`src/rtl/nios2_oci_dct_packer_pkg.sv`:
```
// Shared constants and FSM encoding for the OCI DCT trace packer.
// The frame is a 2-bit header, the code count and the packed buffer.
package nios2_oci_dct_packer_pkg;
   localparam int unsigned CODE_W  = 2;
   localparam int unsigned DEPTH   = 15;
   localparam int unsigned CNT_W   = 4;
   localparam int unsigned FCNT_W  = 16;
   localparam int unsigned FRAME_W = 36;
   localparam logic [1:0]  FRAME_HDR = 2'b10;

   typedef enum logic [1:0] {
      FILL,
      FLUSH_WAIT,
      DONE
   } dct_state_e;
endpackage

```
`src/rtl/nios2_oci_dct_out_slot.sv`:
```
// Single-entry valid/ready output register.
// The entry holds its data while it waits for the consumer.
module nios2_oci_dct_out_slot
   import nios2_oci_dct_packer_pkg::*;
#(
   parameter int unsigned W = FRAME_W
) (
   input  logic         clk,
   input  logic         reset,
   input  logic         load,
   input  logic [W-1:0] load_data,
   input  logic         ready,
   output logic         valid,
   output logic [W-1:0] data
);

   always_ff @(posedge clk or posedge reset) begin
      if (reset) begin
         valid <= 1'b0;
         data  <= '0;
      end else if (load) begin
         valid <= 1'b1;
         data  <= load_data;
      end else if (ready) begin
         valid <= 1'b0;
      end
   end

endmodule

```
`src/rtl/nios2_oci_dct_packer.sv`:
```
// Packs 2-bit trace codes into the DCT buffer.
// Full or flushed buffers are launched as frames toward the trace RAM writer.
module nios2_oci_dct_packer #(
   parameter int unsigned CODE_W = nios2_oci_dct_packer_pkg::CODE_W,
   parameter int unsigned DEPTH  = nios2_oci_dct_packer_pkg::DEPTH,
   parameter int unsigned CNT_W  = nios2_oci_dct_packer_pkg::CNT_W,
   parameter int unsigned FCNT_W = nios2_oci_dct_packer_pkg::FCNT_W
) (
   input  logic                                      clk,
   input  logic                                      reset,
   input  logic                                      code_valid,
   input  logic [CODE_W-1:0]                         code,
   output logic                                      code_ready,
   input  logic                                      flush_req,
   input  logic                                      test_ending,
   output logic [DEPTH*CODE_W-1:0]                   dct_buffer,
   output logic [CNT_W-1:0]                          dct_count,
   output logic                                      frame_valid,
   output logic [nios2_oci_dct_packer_pkg::FRAME_W-1:0] frame_data,
   input  logic                                      frame_ready,
   output logic                                      test_has_ended,
   output logic [FCNT_W-1:0]                         frames_emitted
);
   import nios2_oci_dct_packer_pkg::*;

   localparam int unsigned BUF_W = DEPTH * CODE_W;

   dct_state_e         state, state_nx;
   logic               ended_pend, ended_pend_nx;
   logic [BUF_W-1:0]   buf_q, buf_a, buf_nx;
   logic [CNT_W-1:0]   cnt_q, cnt_a, cnt_nx;
   logic               slot_free, handshake, accept, launch;
   logic [FRAME_W-1:0] launch_data;

   assign slot_free  = !frame_valid || frame_ready;
   assign handshake  = frame_valid && frame_ready;
   assign code_ready = (state == FILL) && !ended_pend &&
                       ((cnt_q < CNT_W'(DEPTH - 1)) || slot_free);
   assign accept     = code_valid && code_ready;

   // The same-cycle code is appended before any flush decision, so a
   // flush always launches the buffer including it.
   always_comb begin
      buf_a = buf_q;
      for (int unsigned i = 0; i < DEPTH; i++) begin
         if (accept && (cnt_q == CNT_W'(i)))
            buf_a[i*CODE_W +: CODE_W] = code;
      end
      cnt_a       = cnt_q + CNT_W'(accept);
      launch_data = {FRAME_HDR, cnt_a, buf_a};

      state_nx      = state;
      ended_pend_nx = ended_pend;
      launch        = 1'b0;

      case (state)
         FILL: begin
            if (test_ending)
               ended_pend_nx = 1'b1;
            if (cnt_a == CNT_W'(DEPTH)) begin
               launch = 1'b1;
            end else if ((flush_req || test_ending) && (cnt_a != '0)) begin
               if (slot_free)
                  launch = 1'b1;
               else
                  state_nx = FLUSH_WAIT;
            end else if ((ended_pend || test_ending) && (cnt_a == '0) && slot_free) begin
               state_nx = DONE;
            end
         end
         FLUSH_WAIT: begin
            if (test_ending)
               ended_pend_nx = 1'b1;
            if (slot_free) begin
               launch   = 1'b1;
               state_nx = FILL;
            end
         end
         DONE: ;
         default: state_nx = FILL;
      endcase

      buf_nx = launch ? '0 : buf_a;
      cnt_nx = launch ? '0 : cnt_a;
   end

   always_ff @(posedge clk or posedge reset) begin
      if (reset) begin
         state          <= FILL;
         ended_pend     <= 1'b0;
         buf_q          <= '0;
         cnt_q          <= '0;
         frames_emitted <= '0;
      end else begin
         state      <= state_nx;
         ended_pend <= ended_pend_nx;
         buf_q      <= buf_nx;
         cnt_q      <= cnt_nx;
         if (handshake && (frames_emitted != '1))
            frames_emitted <= frames_emitted + 1'b1;
      end
   end

   assign dct_buffer     = buf_q;
   assign dct_count      = cnt_q;
   assign test_has_ended = (state == DONE);

   nios2_oci_dct_out_slot #(
      .W(FRAME_W)
   ) u_out_slot (
      .clk      (clk),
      .reset    (reset),
      .load     (launch),
      .load_data(launch_data),
      .ready    (frame_ready),
      .valid    (frame_valid),
      .data     (frame_data)
   );

endmodule

```
`config.mk`:
```
export PLATFORM = sky130hd
export DESIGN_NAME = nios2_oci_dct_packer
export DESIGN_NICKNAME = d
export VERILOG_FILES = /design/src/rtl/nios2_oci_dct_packer_pkg.sv /design/src/rtl/nios2_oci_dct_out_slot.sv /design/src/rtl/nios2_oci_dct_packer.sv
export SDC_FILE = /design/constraint.sdc
export NUM_CORES = 1
export LEC_CHECK = 0
export ABC_AREA = 1
export BUFFER_PORTS_ARGS = -buffer_cell sky130_fd_sc_hd__buf_4
export CORE_MARGIN = 3
export CORE_UTILIZATION = 50
export CTS_BUF_LIST = sky130_fd_sc_hd__clkbuf_8
export CTS_CLUSTER_DIAMETER = 30
export CTS_CLUSTER_SIZE = 12
export DETAILED_ROUTE_END_ITERATION = 7
export MAX_ROUTING_LAYER = met4
export PLACE_DENSITY = 0.88
export SLEW_MARGIN = 20
export SYNTH_ARGS = -nofsm -noshare
export SYNTH_HDL_FRONTEND = slang
export SYNTH_SLANG_ARGS = --single-unit
export TNS_END_PERCENT = 5
```
`constraint.sdc`:
```
create_clock -name clk -period 2.6 [get_ports clk]
set_clock_uncertainty 0.1 [all_clocks]
set_input_delay 0.39 -clock clk [delete_from_list [all_inputs] [get_ports clk]]
set_output_delay 0.39 -clock clk [all_outputs]
set_load 0.05 [all_outputs]
```
Word level (Yosys, flattened, before mapping)
Index checks and enable logic that the tools add are counted.
Storage, ports and cells
  register bits: 89
  input port bits: 8
  word-level logic and storage cells: 99
Operators by class
  $add $sub $neg: 2
  order comparisons: 1
  eq/ne operators: 22
  muxes and demuxes: 29
  bitwise gates (word level): 1
  reductions and logical operators: 37
Operator list (number)
  2-bit 2-to-1 mux: 20
  4-bit == test (second input constant): 8
  30-bit 2-to-1 mux: 1
  1-bit logical AND: 23
  16-bit by 1-bit adder with 16-bit output (second input constant): 1
  4-bit by 3-bit == test with 1-bit output (second input constant): 4
  16-bit inequality test (second input constant): 1
  4-bit by 2-bit == test with 1-bit output (second input constant): 2
  4-bit logical NOT: 2
  2-bit one-hot mux with 3 select lines: 1
  1-bit 2-to-1 mux: 5
  5-bit AND reduction: 1
  4-bit by 1-bit adder with 4-bit output: 1
  4-bit by 1-bit == test with 1-bit output (second input constant): 1
  1-bit logical OR: 4
  4-bit less-than comparator (second input constant): 1
  4-bit 2-to-1 mux: 1
  2-bit inequality test (second input constant): 2
  4-bit nonzero test: 1
  3-bit by 1-bit inequality test with 1-bit output (second input constant): 1
  3-bit inequality test (second input constant): 1
  2-bit by 1-bit == test with 1-bit output (second input constant): 1
  2-bit == test (second input constant): 1
  1-bit logical NOT: 2
  6 further kinds: 6

Depth between registers and ports, before layout
  word-level depth: 13
  gate-level depth with buffers: 19
  mapped depth without buffers: 17

Cells and area by module
A second synthesis with hierarchy kept.
Unflattened totals
  cells, all modules: 561
  area, all modules: 4580.6 µm²
Modules (own cells, without submodules)
  nios2_oci_dct_packer: instances 1, cells each 404, area an instance 3129.3 µm², sequential area each 1326.3 µm²
  nios2_oci_dct_out_slot: instances 1, cells each 157, area an instance 1451.4 µm², sequential area each 925.9 µm²

Least setup slack after synthesis
Ideal clock, no wire load.
  path type: reg2reg
  start point: register cnt_q[2] (netlist: dct_count[2])
  end point: register u_out_slot.data[29]
  library setup time: 0.118 ns
  arrival time: 3.080 ns
  data required time: 2.382 ns
  setup slack: -0.698 ns
  cell stages (with the launch flop): 19
  path buffers: 2
  period minus slack after synthesis: 3.298 ns
  path through: dfrtp_1 > nand2_1 > nor2_1 > a21oi_2 > and2_1 > ha_1 > ha_1 > inv_1 > nand2_1 > nor2_2 > nand2_1 > nand3_1 > nand2_1 > inv_2 > nand2_2 > buf_6 > buf_6 > nand2_1 > nand2_1
On the way
  word-level cells in the longest chain between the ends: 10
  elaborated cells between the ends (all ways): 14
Ends and longest elaborated chain
  start: declaration: line nios2_oci_dct_packer.sv:31  | logic [CNT_W-1:0] cnt_q, cnt_a, cnt_nx;
  start signal: assignment: line nios2_oci_dct_packer.sv:98  | cnt_q <= cnt_nx;
  4-bit less-than comparator (*): line nios2_oci_dct_packer.sv:38  | ((cnt_q < CNT_W'(DEPTH - 1)) || slot_free);
  1-bit logical OR (*): line nios2_oci_dct_packer.sv:38
  1-bit logical AND (*): line nios2_oci_dct_packer.sv:37  | assign code_ready = (state == FILL) && !ended_pend &&
  via code_ready: line nios2_oci_dct_packer.sv:13  | output logic code_ready,
  1-bit logical AND (*): line nios2_oci_dct_packer.sv:39  | assign accept = code_valid && code_ready;
  4-bit by 1-bit adder with 4-bit output (*): line nios2_oci_dct_packer.sv:49  | cnt_a = cnt_q + CNT_W'(accept);
  via cnt_a[1]: line nios2_oci_dct_packer.sv:31
  4-bit nonzero test: line nios2_oci_dct_packer.sv:62  | end else if ((flush_req || test_ending) && (cnt_a != '0)) begin
  1-bit logical AND: line nios2_oci_dct_packer.sv:62
  1-bit 2-to-1 mux: line nios2_oci_dct_packer.sv:62
  1-bit 2-to-1 mux (*): line nios2_oci_dct_packer.sv:60  | if (cnt_a == CNT_W'(DEPTH)) begin
  1-bit one-hot mux with 2 select lines (*): line nios2_oci_dct_packer.sv:56  | case (state)
  end signal: assignment: line nios2_oci_dct_out_slot.sv:23  | data <= load_data;
  end: declaration: line nios2_oci_dct_out_slot.sv:14  | output logic [W-1:0] data
Mark *: on every way through the listed nets, which the timed path passes. The rest lies on a longest branch.
A chain may end at the register's enable or synchronous reset.

Worst setup path after layout
  start point: register state[1]
  end point: register u_out_slot.data[35]
On the way
  word-level cells in the longest chain between the ends: 10
  elaborated cells between the ends (all ways): 12
Ends and longest elaborated chain
  start: declaration: line nios2_oci_dct_packer.sv:28  | dct_state_e state, state_nx;
  start signal: assignment: line nios2_oci_dct_packer.sv:95  | state <= state_nx;
  2-bit logical NOT: line nios2_oci_dct_packer.sv:37, nios2_oci_dct_packer.sv:56
  1-bit logical AND (2 in series): line nios2_oci_dct_packer.sv:37
  1-bit logical AND: line nios2_oci_dct_packer.sv:39
  4-bit by 1-bit adder with 4-bit output: line nios2_oci_dct_packer.sv:49
  4-bit nonzero test: line nios2_oci_dct_packer.sv:62
  1-bit logical AND: line nios2_oci_dct_packer.sv:62
  1-bit 2-to-1 mux: line nios2_oci_dct_packer.sv:62
  1-bit 2-to-1 mux: line nios2_oci_dct_packer.sv:60
  1-bit one-hot mux with 2 select lines (*): line nios2_oci_dct_packer.sv:56
Mark *: on every way between the ends. The rest lies on a longest branch, timed or not.

==> metrics <==
Post-Synth Adder-Cell Area=0.887%; Fin Hold WS=0.0430 ns; crit path max-delay cell type=dfrtp_1; vias per inst=5.32; Area Growth Syn to Fin=28.6%; hpwl dp=7750 µm; # nets final=626; design area=5440 µm²; register area share after synthesis=52.6%; status=finished, final reports clean; Setup crit end kind=flop; reg2reg setup slack=0.09 ns; Tot Pwr=0.00529 W; Fillers=598; FF-to-FF path depth=17; highest achievable clock rate=0.398 GHz; DR pass1 iterations=5; syn nets=521; CP Data Arrival Time=2.66 ns; Setup crit start=state[1]$_DFFE_PP0P_; post-route minimum period=2.51 ns; total track usage=23.7%; share of cells above drive strength 1=26.8%; htree depth=3; die area=9600 µm²; most common cell after layout, fill and taps aside=nand2_1; core area=7970 µm²; Max Slew Vio Count=0; max cap viols=0; wire per inst=15.5 µm; Synth cell types=28; worst flop-to-flop path endpoint=u_out_slot.data[35]$_DFFE_PP0P_; Worst path max stage delay=0.41 ns; mux contribution to synthesized area=0%; vias post-DR=3840; detailed-route wire length=11200 µm; Final Cycle Share=96.7%; Cell Area, Placed=5120 µm²; Ports=97; Max FO, Critical Path=8; Root Buffer=clkbuf_8; cell taking the most area after synthesis=dfrtp_1; Max VDD drop=403 µV; DRT iter0 DRCs=303; first-pass GRT wire length=18100 µm; Finished Core Util=68.3%; area of the multi-input gates=1780 µm²; Hold Path Class=input port to asynchronous set/reset pin; Rel. slew slack=52.4%; Post-route DRC=0; initial antenna violation count=0; Mean Syn Cell Area=8.30 µm²; Compound-Gate Fraction of Synth Area=5.06%; clk buf depth=2; YS warnings=0; main area contributors after synthesis=dfrtp_1, nand2_1, nand3_1; Ant. Diodes=0; CTS Buf Count=9; CP endpoint=u_out_slot.data[35]$_DFFE_PP0P_; worst skew pair latency=0.36 ns; cells after synthesis=510; Final Worst Setup Slack=0.0852 ns; Yosys top cell area share=52.6%; register area=2230 µm²; simple-gate share of the synthesized area=31.8%; startpoint types=flop; Initial Utilization=53.1%; r2r startpoint=state[1]$_DFFE_PP0P_; Routed Antenna Nets=0; largest family of logic cells by synthesized area=simple AND/OR/NAND/NOR gates; pwr dens=973 nW/µm²; number of global-route vias before repair=3679; pin count of the biggest net entering global routing=33; total global routing overflow=0; critical path class=flop to flop; gpl congestion=0.879; Worst Path Required=2.75 ns; post-synthesis register bit count=89; port buffer count=95; Rows=32; Clock Sinks=89; Final Hold Vio Count=0; Die Width=98.0 µm; Cell Chain, Critical Path=nor2_2 -> nand2_1 -> a21oi_4 -> and2_4 -> ha_4 -> ha_4 -> inv_1 -> nand2_1 -> nand2_2 -> nor2_4 -> nand2_2 -> nand3_1 -> nand2_1 -> inv_2 -> nand2_4 -> buf_12 -> or2_1; Cell Area, Synth=4230 µm²; DIE HEIGHT=98.0 µm; dpl ws=0.00135 ns; worst-margin pin slew=0.712 ns; Top cell by count, worst path=nand2_1; CTS tree=done; Leakage=2.86 nW; clock slew at reported path FFs=0.10 ns; commonest cells after routing, fill and taps aside=nand2_1, buf_4, dfrtp_1, nand3_1; XOR/XNOR share of the synthesized area=2.90%; setup violators final=0
-- critical path, delay by kind of cell, from the launching register on --
kind | cells | cell delay, ns
AND/OR/NAND/NOR | 11 | 1.20
flip-flops | 1 | 0.41
buffers and inverters | 3 | 0.31
adder cells (fa/ha/maj) | 2 | 0.27
AO/OA/AOI/OAI | 1 | 0.12
-- flip-flops by register name, indices dropped and copies added (netlist names) --
signal / cells
u_out_slot.valid: 1
ended_pend: 1
dct_buffer: 30
frames_emitted: 16
state: 2
u_out_slot.data: 35
dct_count: 4
-- cells by family (layout without fill, tap and decap cells) --
logic type	count (synthesis)	count (layout)
other	1	1
xor gates and xnor gates	14	14
adders and majority gates	3	3
buffers and inverters	63	173
and+or+nand+nor	298	298
AOI/OAI and AO/OA	42	42
DFF	89	89
-- power breakdown --
part           internal, W  switching (W)
Combinational     0.000795        0.00172
Clock             0.000455       0.000526
Sequential         0.00160       0.000198
-- worst min path at each step --
stage                                               start                               to  slack [ns]
final                                               reset             state[1]$_DFFE_PP0P_        0.04
after detailed placement  u_out_slot.data[35]$_DFFE_PP0P_  u_out_slot.data[35]$_DFFE_PP0P_        0.36
after global placement    u_out_slot.data[35]$_DFFE_PP0P_  u_out_slot.data[35]$_DFFE_PP0P_        0.37
after CTS                                           reset    frames_emitted[4]$_DFFE_PP0P_        0.06
after floorplan                      state[1]$_DFFE_PP0P_           ended_pend$_DFFE_PP0P_        0.38
after global routing                                reset             state[1]$_DFFE_PP0P_        0.09
-- layout make-up --
cell class	count	area share (%)
Sequential cell	89	41.0
Multi-Input combinational cell	358	32.7
Timing Repair Buffer	115	17.2
Inverter	42	3.06
Tap cell	102	2.34
Clock buffer	9	2.28
Clock inverter	7	1.43
-- cells in the mapped netlist, drive strengths merged --
library cell / number
clkbuf: 9
xor2: 10
a21oi: 5
buf: 12
nand4: 6
ha: 3
dfrtp: 89
and2: 9
xnor2: 4
nand2: 163
inv: 42
nand3: 54
and3: 14
conb: 1
nor2: 45
o21ai: 37
nor3: 5
or2: 2
-- repair_timing --
action	CTS	global route
buffers inserted	0	4
resized for setup	0	11
setup endpoints to repair	0	66
hold buffers	0	0
-- layer usage --
metal | vias up | part of all wire, % | track usage, %
met4 | 0 | 1.5 | 8.09
met1 | 1814 | 42 | 31.8
li1 | 1834 | - | -
met5 | - | 0 | -
met2 | 171 | 48 | 35.7
met3 | 21 | 8.4 | 5.50
-- stage by stage --
stage          setup TNS (ns)  instances
6_report                    0        722
5_1_grt                 -2.58        722
4_1_cts                     0        716
3_5_place_dp                0        700
3_3_place_gp                0        700
2_1_floorplan          -12.11        510
(Power assumes the default switching activity.)
